==> config.mk <==
export PLATFORM = sky130hd
export DESIGN_NAME = vcxo_dac_spi_tx
export DESIGN_NICKNAME = d
export VERILOG_FILES = /design/src/rtl/vcxo_dac_spi_tx.sv
export SDC_FILE = /design/constraint.sdc
export NUM_CORES = 1
export LEC_CHECK = 0
export ABC_AREA = 1
export BUFFER_PORTS_ARGS = -buffer_cell sky130_fd_sc_hd__buf_2
export CAP_MARGIN = 20
export CORE_AREA = 2 2 75 77
export DETAILED_ROUTE_END_ITERATION = 8
export DIE_AREA = 0 0 77 79
export PLACE_DENSITY = 0.79
export SLEW_MARGIN = 20
export SYNTH_ARGS = -nofsm -noshare
export SYNTH_HDL_FRONTEND = slang
export SYNTH_SLANG_ARGS = --single-unit
==> constraint.sdc <==
create_clock -name clk_sys_i -period 2.73 [get_ports clk_sys_i]
set_clock_uncertainty 0.15 [all_clocks]
set_input_delay 0.273 -clock clk_sys_i [delete_from_list [all_inputs] [get_ports clk_sys_i]]
set_output_delay 0.273 -clock clk_sys_i [all_outputs]
set_load 0.01 [all_outputs]
==> src/rtl/vcxo_dac_spi_tx.sv <==
// SPI transmitter for the VCXO tuning DAC: serialises {g_prefix, value} as 24-bit frames,
// with a one-entry newest-wins pending register so the loop filter never stalls.
module vcxo_dac_spi_tx #(
  parameter int unsigned g_clk_div = 4,
  parameter logic [7:0]  g_prefix  = 8'h00
) (
  input  logic        clk_sys_i,
  input  logic        rst_sys_i,
  input  logic [15:0] value_i,
  input  logic        load_i,
  output logic        busy_o,
  output logic        done_o,
  output logic        dropped_o,
  output logic        dac_cs_n_o,
  output logic        dac_sclk_o,
  output logic        dac_sdata_o
);

  typedef enum logic [1:0] {S_IDLE, S_SHIFT, S_GAP} state_t;

  localparam logic [7:0] DIV_M1 = 8'(g_clk_div - 1);

  state_t      state_q, state_d;
  logic [7:0]  cnt_q, cnt_d;
  logic        phase_q, phase_d;
  logic [4:0]  bit_q, bit_d;
  logic [23:0] shreg_q, shreg_d;
  logic        pend_q, pend_d;
  logic [15:0] pend_val_q, pend_val_d;
  logic        busy_q, busy_d;
  logic        done_q, done_d;
  logic        dropped_q, dropped_d;
  logic        cs_n_q, cs_n_d;
  logic        sclk_q, sclk_d;
  logic        sdata_q, sdata_d;

  logic        cnt_zero;
  logic        gap_end;
  logic        take_next;
  logic        start;
  logic [23:0] start_frame;

  assign cnt_zero    = (cnt_q == 8'd0);
  assign gap_end     = (state_q == S_GAP) && cnt_zero;
  // A load in the final gap cycle counts as pending and wins over an older pending word.
  assign take_next   = pend_q | load_i;
  assign start       = ((state_q == S_IDLE) && load_i) || (gap_end && take_next);
  assign start_frame = {g_prefix, (load_i ? value_i : pend_val_q)};

  always_ff @(posedge clk_sys_i or posedge rst_sys_i) begin
    if (rst_sys_i) begin
      state_q    <= S_IDLE;
      cnt_q      <= 8'd0;
      phase_q    <= 1'b1;
      bit_q      <= 5'd0;
      shreg_q    <= 24'd0;
      pend_q     <= 1'b0;
      pend_val_q <= 16'd0;
      busy_q     <= 1'b0;
      done_q     <= 1'b0;
      dropped_q  <= 1'b0;
      cs_n_q     <= 1'b1;
      sclk_q     <= 1'b1;
      sdata_q    <= 1'b0;
    end else begin
      state_q    <= state_d;
      cnt_q      <= cnt_d;
      phase_q    <= phase_d;
      bit_q      <= bit_d;
      shreg_q    <= shreg_d;
      pend_q     <= pend_d;
      pend_val_q <= pend_val_d;
      busy_q     <= busy_d;
      done_q     <= done_d;
      dropped_q  <= dropped_d;
      cs_n_q     <= cs_n_d;
      sclk_q     <= sclk_d;
      sdata_q    <= sdata_d;
    end
  end

  always_comb begin
    state_d = state_q;
    case (state_q)
      S_IDLE:  if (load_i) state_d = S_SHIFT;
      S_SHIFT: if (cnt_zero && !phase_q && (bit_q == 5'd0)) state_d = S_GAP;
      S_GAP:   if (cnt_zero) state_d = take_next ? S_SHIFT : S_IDLE;
      default: state_d = S_IDLE;
    endcase
  end

  always_comb begin
    cnt_d      = cnt_q;
    phase_d    = phase_q;
    bit_d      = bit_q;
    shreg_d    = shreg_q;
    pend_d     = pend_q;
    pend_val_d = pend_val_q;
    busy_d     = busy_q;
    done_d     = 1'b0;
    dropped_d  = 1'b0;
    cs_n_d     = cs_n_q;
    sclk_d     = sclk_q;
    sdata_d    = sdata_q;

    if (load_i && (state_q != S_IDLE)) begin
      pend_d     = 1'b1;
      pend_val_d = value_i;
      dropped_d  = pend_q;
    end

    case (state_q)
      S_SHIFT: begin
        if (!cnt_zero) begin
          cnt_d = cnt_q - 8'd1;
        end else if (phase_q) begin
          phase_d = 1'b0;
          sclk_d  = 1'b0;
          cnt_d   = DIV_M1;
        end else if (bit_q == 5'd0) begin
          cs_n_d  = 1'b1;
          sclk_d  = 1'b1;
          sdata_d = 1'b0;
          done_d  = 1'b1;
          cnt_d   = DIV_M1;
        end else begin
          bit_d   = bit_q - 5'd1;
          shreg_d = {shreg_q[22:0], 1'b0};
          sdata_d = shreg_q[22];
          sclk_d  = 1'b1;
          phase_d = 1'b1;
          cnt_d   = DIV_M1;
        end
      end
      S_GAP: begin
        if (!cnt_zero) cnt_d = cnt_q - 8'd1;
        else if (!take_next) busy_d = 1'b0;
      end
      default: ;
    endcase

    if (start) begin
      shreg_d = start_frame;
      sdata_d = start_frame[23];
      cs_n_d  = 1'b0;
      sclk_d  = 1'b1;
      busy_d  = 1'b1;
      phase_d = 1'b1;
      bit_d   = 5'd23;
      cnt_d   = DIV_M1;
      if (gap_end) pend_d = 1'b0;
    end
  end

  assign busy_o      = busy_q;
  assign done_o      = done_q;
  assign dropped_o   = dropped_q;
  assign dac_cs_n_o  = cs_n_q;
  assign dac_sclk_o  = sclk_q;
  assign dac_sdata_o = sdata_q;

endmodule
-- Word level (Yosys, flattened, before mapping)
Cells that the tools add are included.
- add/subtract/negate cells: 2
- eq/ne operators: 9
- muxes and demuxes: 51
- bitwise logic cells: 1
- reductions and logical operators: 24
- operators by type and width (kind ; count):
    $mux 23 ; 5
    $mux 1 ; 32
    $mux 5 ; 5
    $mux 8 ; 3
    $mux 16 ; 1
    $pmux 8 s2 ; 1
    $reduce_bool 2->1 ; 5
    $reduce_and 3->1 ; 3
    $logic_not 8->1 ; 1
    $ne 2x2->1 const B ; 4
    $reduce_and 4->1 ; 2
    $sub 8x1->8 const B ; 1
    $logic_and 1x1->1 ; 6
    $mux 2 ; 3
    $pmux 2 s3 ; 1
    $logic_not 5->1 ; 1
    $sub 5x1->5 const B ; 1
    $ne 2x1->1 const B ; 2
    $reduce_and 2->1 ; 2
    $ne 3x3->1 const B ; 1
    $reduce_bool 3->1 ; 1
    $eq 2x1->1 const B ; 1
    $eq 2x2->1 const B ; 1
    $logic_not 2->1 ; 1
    other kinds (3) ; 3
- register bits: 62
- input bits: 19
- output and inout port bits: 6
- word-level logic and storage cells: 100

-- Logic depth before layout (Yosys ltp)
- depth after elaboration: 6
- mapped depth: 11
- depth with buffers taken out: 10

-- Least setup slack after synthesis
Ideal clock, no wire load.
- path kind: reg2reg
- from: reg cnt_q[0]
- to: reg bit_q[2]
- library setup time: 121 ps
- arrival: 1506 ps
- path slack: 954 ps
- stages on the path, launching flop included: 11
- cells stage by stage: dfrtp_1 inv_1 ha_1 nand2_1 nor2_8 nand3_2 nor2_4 nor2_8 buf_8 nand2_2 nand2_1
- longest elaborated chain between the ends: 6
- elaborated cells between the ends (all ways): 10
- classes of those cells: eq/ne (2); mux (1); reduce/logical (7)
- ends and longest elaborated chain (item ; line ; RTL):
    from (decl) ; 24 ; logic [7:0] cnt_q, cnt_d;
    from (signal assigned) ; 67 ; cnt_q <= cnt_d;
    $logic_not 8->1 * ; 43 ; assign cnt_zero = (cnt_q == 8'd0);
    $logic_and 1x1->1 ; 44 ; assign gap_end = (state_q == S_GAP) && cnt_zero;
    $logic_and 1x1->1 ; 47 ; assign start = ((state_q == S_IDLE) && load_i) || (gap_end && take_next);
    $logic_or 1x1->1 ; 47 ;
    $ne 2x2->1 (no source line) (tied with other cells) ; - ;
    $reduce_and 4->1 (no source line) ; - ;
    to (signal assigned) ; 69 ; bit_q <= bit_d;
    to (decl) ; 26 ; logic [4:0] bit_q, bit_d;
Every way passes the cells marked *; elsewhere a longest branch is shown, timed or not.
A chain may end at the register's enable or synchronous reset.

-- Final worst setup path
- from: reg cnt_q[0]
- to: reg shreg_q[4]
- longest elaborated chain between the ends: 6
- elaborated cells between the ends (all ways): 10
- classes of those cells: eq/ne (2); mux (1); reduce/logical (7)
- ends and longest elaborated chain (item ; line ; RTL):
    $logic_not 8->1 * ; 43 ;
    $logic_and 1x1->1 ; 44 ;
    $logic_and 1x1->1 ; 47 ;
    $logic_or 1x1->1 ; 47 ;
    $ne 2x2->1 (no source line) (tied with other cells) ; - ;
    $reduce_and 4->1 (no source line) ; - ;
    to (signal assigned) ; 70 ; shreg_q <= shreg_d;
    to (decl) ; 27 ; logic [23:0] shreg_q, shreg_d;
Marked as above.

==> summary.txt <==
GRT
  • Largest net degree at the start of global routing: 33
  • First-pass GRT wire length: 11.06 mm
  • Vias in the first global route: 2427
  • Initial antenna violation count: 0
  • GRT Overall Usage: 0.2343
  • Total gr overflow: 0

Clock network
  • Root buffer cell: clkbuf_8
  • Skew-Pair Late Insertion Delay: 0.35 ns
  • Post-CTS setup buffers: 0
  • Clock sinks: 62
  • Clock Path Buffers: 2
  • Htree depth: 3
  • Clock slew at reported path FFs: ~0.060 ns
  • TritonCTS Buffers: 9
  • CTS tree: done

Die
  • Die width: 77 um
  • Core area: 0.005338 mm^2
  • Starting Density: 0.6153
  • Die height: between 70 and 80 um
  • Die Footprint: 0.006083 mm^2
  • Num rows: 27
  • I/O pins: 25

Placed design
  • RD Place Congestion: about 0.85
  • Pre-CTS setup slack: 0.5778 ns
  • Placed Cells: 452
  • Final HPWL DP: between 4 and 5 mm
  • PortBufs: 24

Layout
  • Final Util: 0.6746
  • Inserted Diodes: 0
  • Layout cells sized above 1: 0.2594
  • Flip-flop and latch area: roughly 0.0016 mm^2
  • Fillers: 450
  • Area of the multi-input gates: 0.001548 mm^2
  • Layout area overhead: 9.638%
  • Final net count: 414
  • Fin cells: 469

Synthesis
  • Warnings from Yosys: 0
  • Number of unique standard cell types used by synthesis: 33
  • Main area contributors after synthesis: dfrtp_1 45%, nand2_1 15%, mux2_2 10%, nand3_1 6.4%, nand2_2 2.5%
  • Most common flop cell mapped by yosys: dfrtp_1
  • Yosys top cell area share: 0.4495
  • Per-instance average area after synthesis: 8.949 um^2
  • Cell count after synthesis: 367
  • Post-Syn Area: 0.003284 mm^2
  • Most frequent cells after synthesis: 129 x nand2_1, 59 x dfrtp_1, 42 x nand3_1, 30 x mux2_2, 16 x inv_1
  • Number of flops mapped to enable cells by yosys: 0
  • Sequential area share after synthesis: 0.4735
  • Asr flop ratio synth: 1.000
  • Seq cells post-synth: 62
  • Most frequent cell after synthesis: nand2_1
  • Synth Net Count: roughly 390
  • Synth area leader: dfrtp_1

STA
  • Total negative setup slack: 0 ns
  • Slew Viols, Final: 0
  • RSZ-0062 raised after global routing: false
  • Ratio of final minimum period to clock period: 0.7936
  • Measured slew at the worst slew-check pin: approximately 0.66 ns
  • Setup ws final: 0.5634 ns
  • Max_slew headroom: 0.5617
  • Minimum clock period: 2.167 ns
  • Setup violations, final: 0
  • Fmax: 461.6 MHz
  • Final Hold Fails: 0

Routing
  • DR vias: 2517
  • Post-Route WL: around 6.3 mm
  • Vias per inst: 5.367
  • DR DRC count: 0
  • Post-route ant nets: 0
  • DRT iter0 DRCs: ~240
  • DR WL/cell: 13.51 um
  • Pre-antenna DRT Iters: 4

Power and ir drop
  • P per Cell Area: 502.2 mW/mm^2
  • Maximum vdd drop: 0.0003535 V
  • Pwr Total: around 1.8 mW
  • Lkg Pwr: 1.900 nW

Critical path
  • Crit path required time: 2.81 ns
  • Data arrival, critical path: 2.25 ns
  • Critical Path Fanout Max: 28
  • Setup Crit Path Kind: flip-flop to flip-flop
  • Worst setup EP type: flip-flop
  • Startpoint class of the critical path: flip-flop

Run
  • Max cap viols: 0

Outcome
  • Outcome: completed

Hold path
  • Hold/Removal Path Class: input pin to flip-flop
## cells by family after synthesis
kind of cell	share of synthesized area
AO/OA/AOI/OAI	0.02972
XOR/XNOR	0.01334
adder cells (fa/ha/maj)	0.01143
buffers and inverters	0.05524
flip-flops	0.4735
multiplexers	0.1029
AND/OR/NAND/NOR	0.3139
## cell usage in the layout (no fill, tap or decap), types with 2 or more instances in the layout
cell	netlist	layout
o21ai_1	2	2
clkbuf_1	2	4
xor2_1	3	3
nor2_4	4	4
clkinv_1	2	2
nand2_1	129	129
nor2_1	14	14
nand2_2	13	13
a21oi_1	8	8
ha_1	3	3
inv_2	3	4
xnor2_1	2	2
buf_2	4	24
dfstp_2	3	3
dfrtp_1	59	59
clkbuf_8	0	11
nand3_2	2	2
nand2_4	5	5
nand4_1	3	3
o21ai_0	2	2
nor2_8	2	2
mux2_2	30	30
inv_1	16	15
nand3_1	42	42
## repair_timing
| action | in CTS | in global routing |
|---|---|---|
| gates resized for setup | 0 | 0 |
| endpoints found under the setup margin | 0 | 0 |
| endpoints found under the hold margin | 27 | 0 |
| hold buffers | 1 | 0 |
## layer usage
| layer | global-route usage | vias to the layer above | wire, um |
|---|---|---|---|
| li1 | - | 1243 | - |
| met1 | 0.3014 | 1209 | 2888 |
| met2 | 0.3746 | 55 | 3041 |
| met3 | 0.06250 | 10 | 294 |
| met4 | 0.1071 | 0 | 112 |
| met5 | 0 | - | 0 |
## critical path: stages, from the launching register on
cell and delay, ns:
dfrtp_1 0.36, inv_1 0.17, ha_1 0.20, nand2_1 0.14, nor2_8 0.26, nand3_2 0.14, nor2_4 0.29, nor2_8 0.15
nand2_2 0.09, nand2_1 0.07
## per-stage QoR
| step | hold slack [ns] | area, um^2 |
|---|---|---|
| 5_1_grt | 0.01504 | 3601 |
| 2_1_floorplan | 0.2735 | 3284 |
| 3_5_place_dp | 0.2582 | 3420 |
| 3_3_place_gp | 0.2609 | 3420 |
| 6_report | 0.01908 | 3601 |
| 4_1_cts | 0.009438 | 3601 |
## final cells by class
| class | instances | share of cell area |
|---|---|---|
| inverter | 21 | 0.02189 |
| multi-input combinational | 271 | 0.4298 |
| clock inverter | 1 | 0.001390 |
| tap | 72 | 0.02502 |
| clock buffer | 15 | 0.04621 |
| sequential | 62 | 0.4319 |
| timing repair buffer | 27 | 0.04378 |
## registers in the layout (all words and copies together) (netlist names), 2 cells and up
register,count
bit_q,5
cnt_q,8
pend_val_q,16
shreg_q,23
state_q,2
## report_power, final
part           switching [mW]  total (mW)  internal [mW]  leakage, nW
Sequential             0.0167       0.969          0.953        0.777
Clock                   0.341       0.720          0.379       0.0877
Combinational          0.0573       0.119         0.0615         1.04
Total                   0.415        1.81           1.39         1.90
## path summary, 6_finish.rpt
check	start	cells past startpoint	end	slack (ns)
worst min-delay path	value_i[7]	2	pend_val_q[7]	0.02
worst max-delay path	cnt_q[0]	9	shreg_q[4]	0.56
max in group asynchronous	rst_sys_i	4	pend_val_q[1]	1.43
min in group asynchronous	rst_sys_i	3	cnt_q[4]	0.41
worst max register to register	cnt_q[0]	9	shreg_q[4]	0.56
worst min register to register	dac_sdata_o	2	dac_sdata_o	0.32
Power figures use the tool's default switching activity.
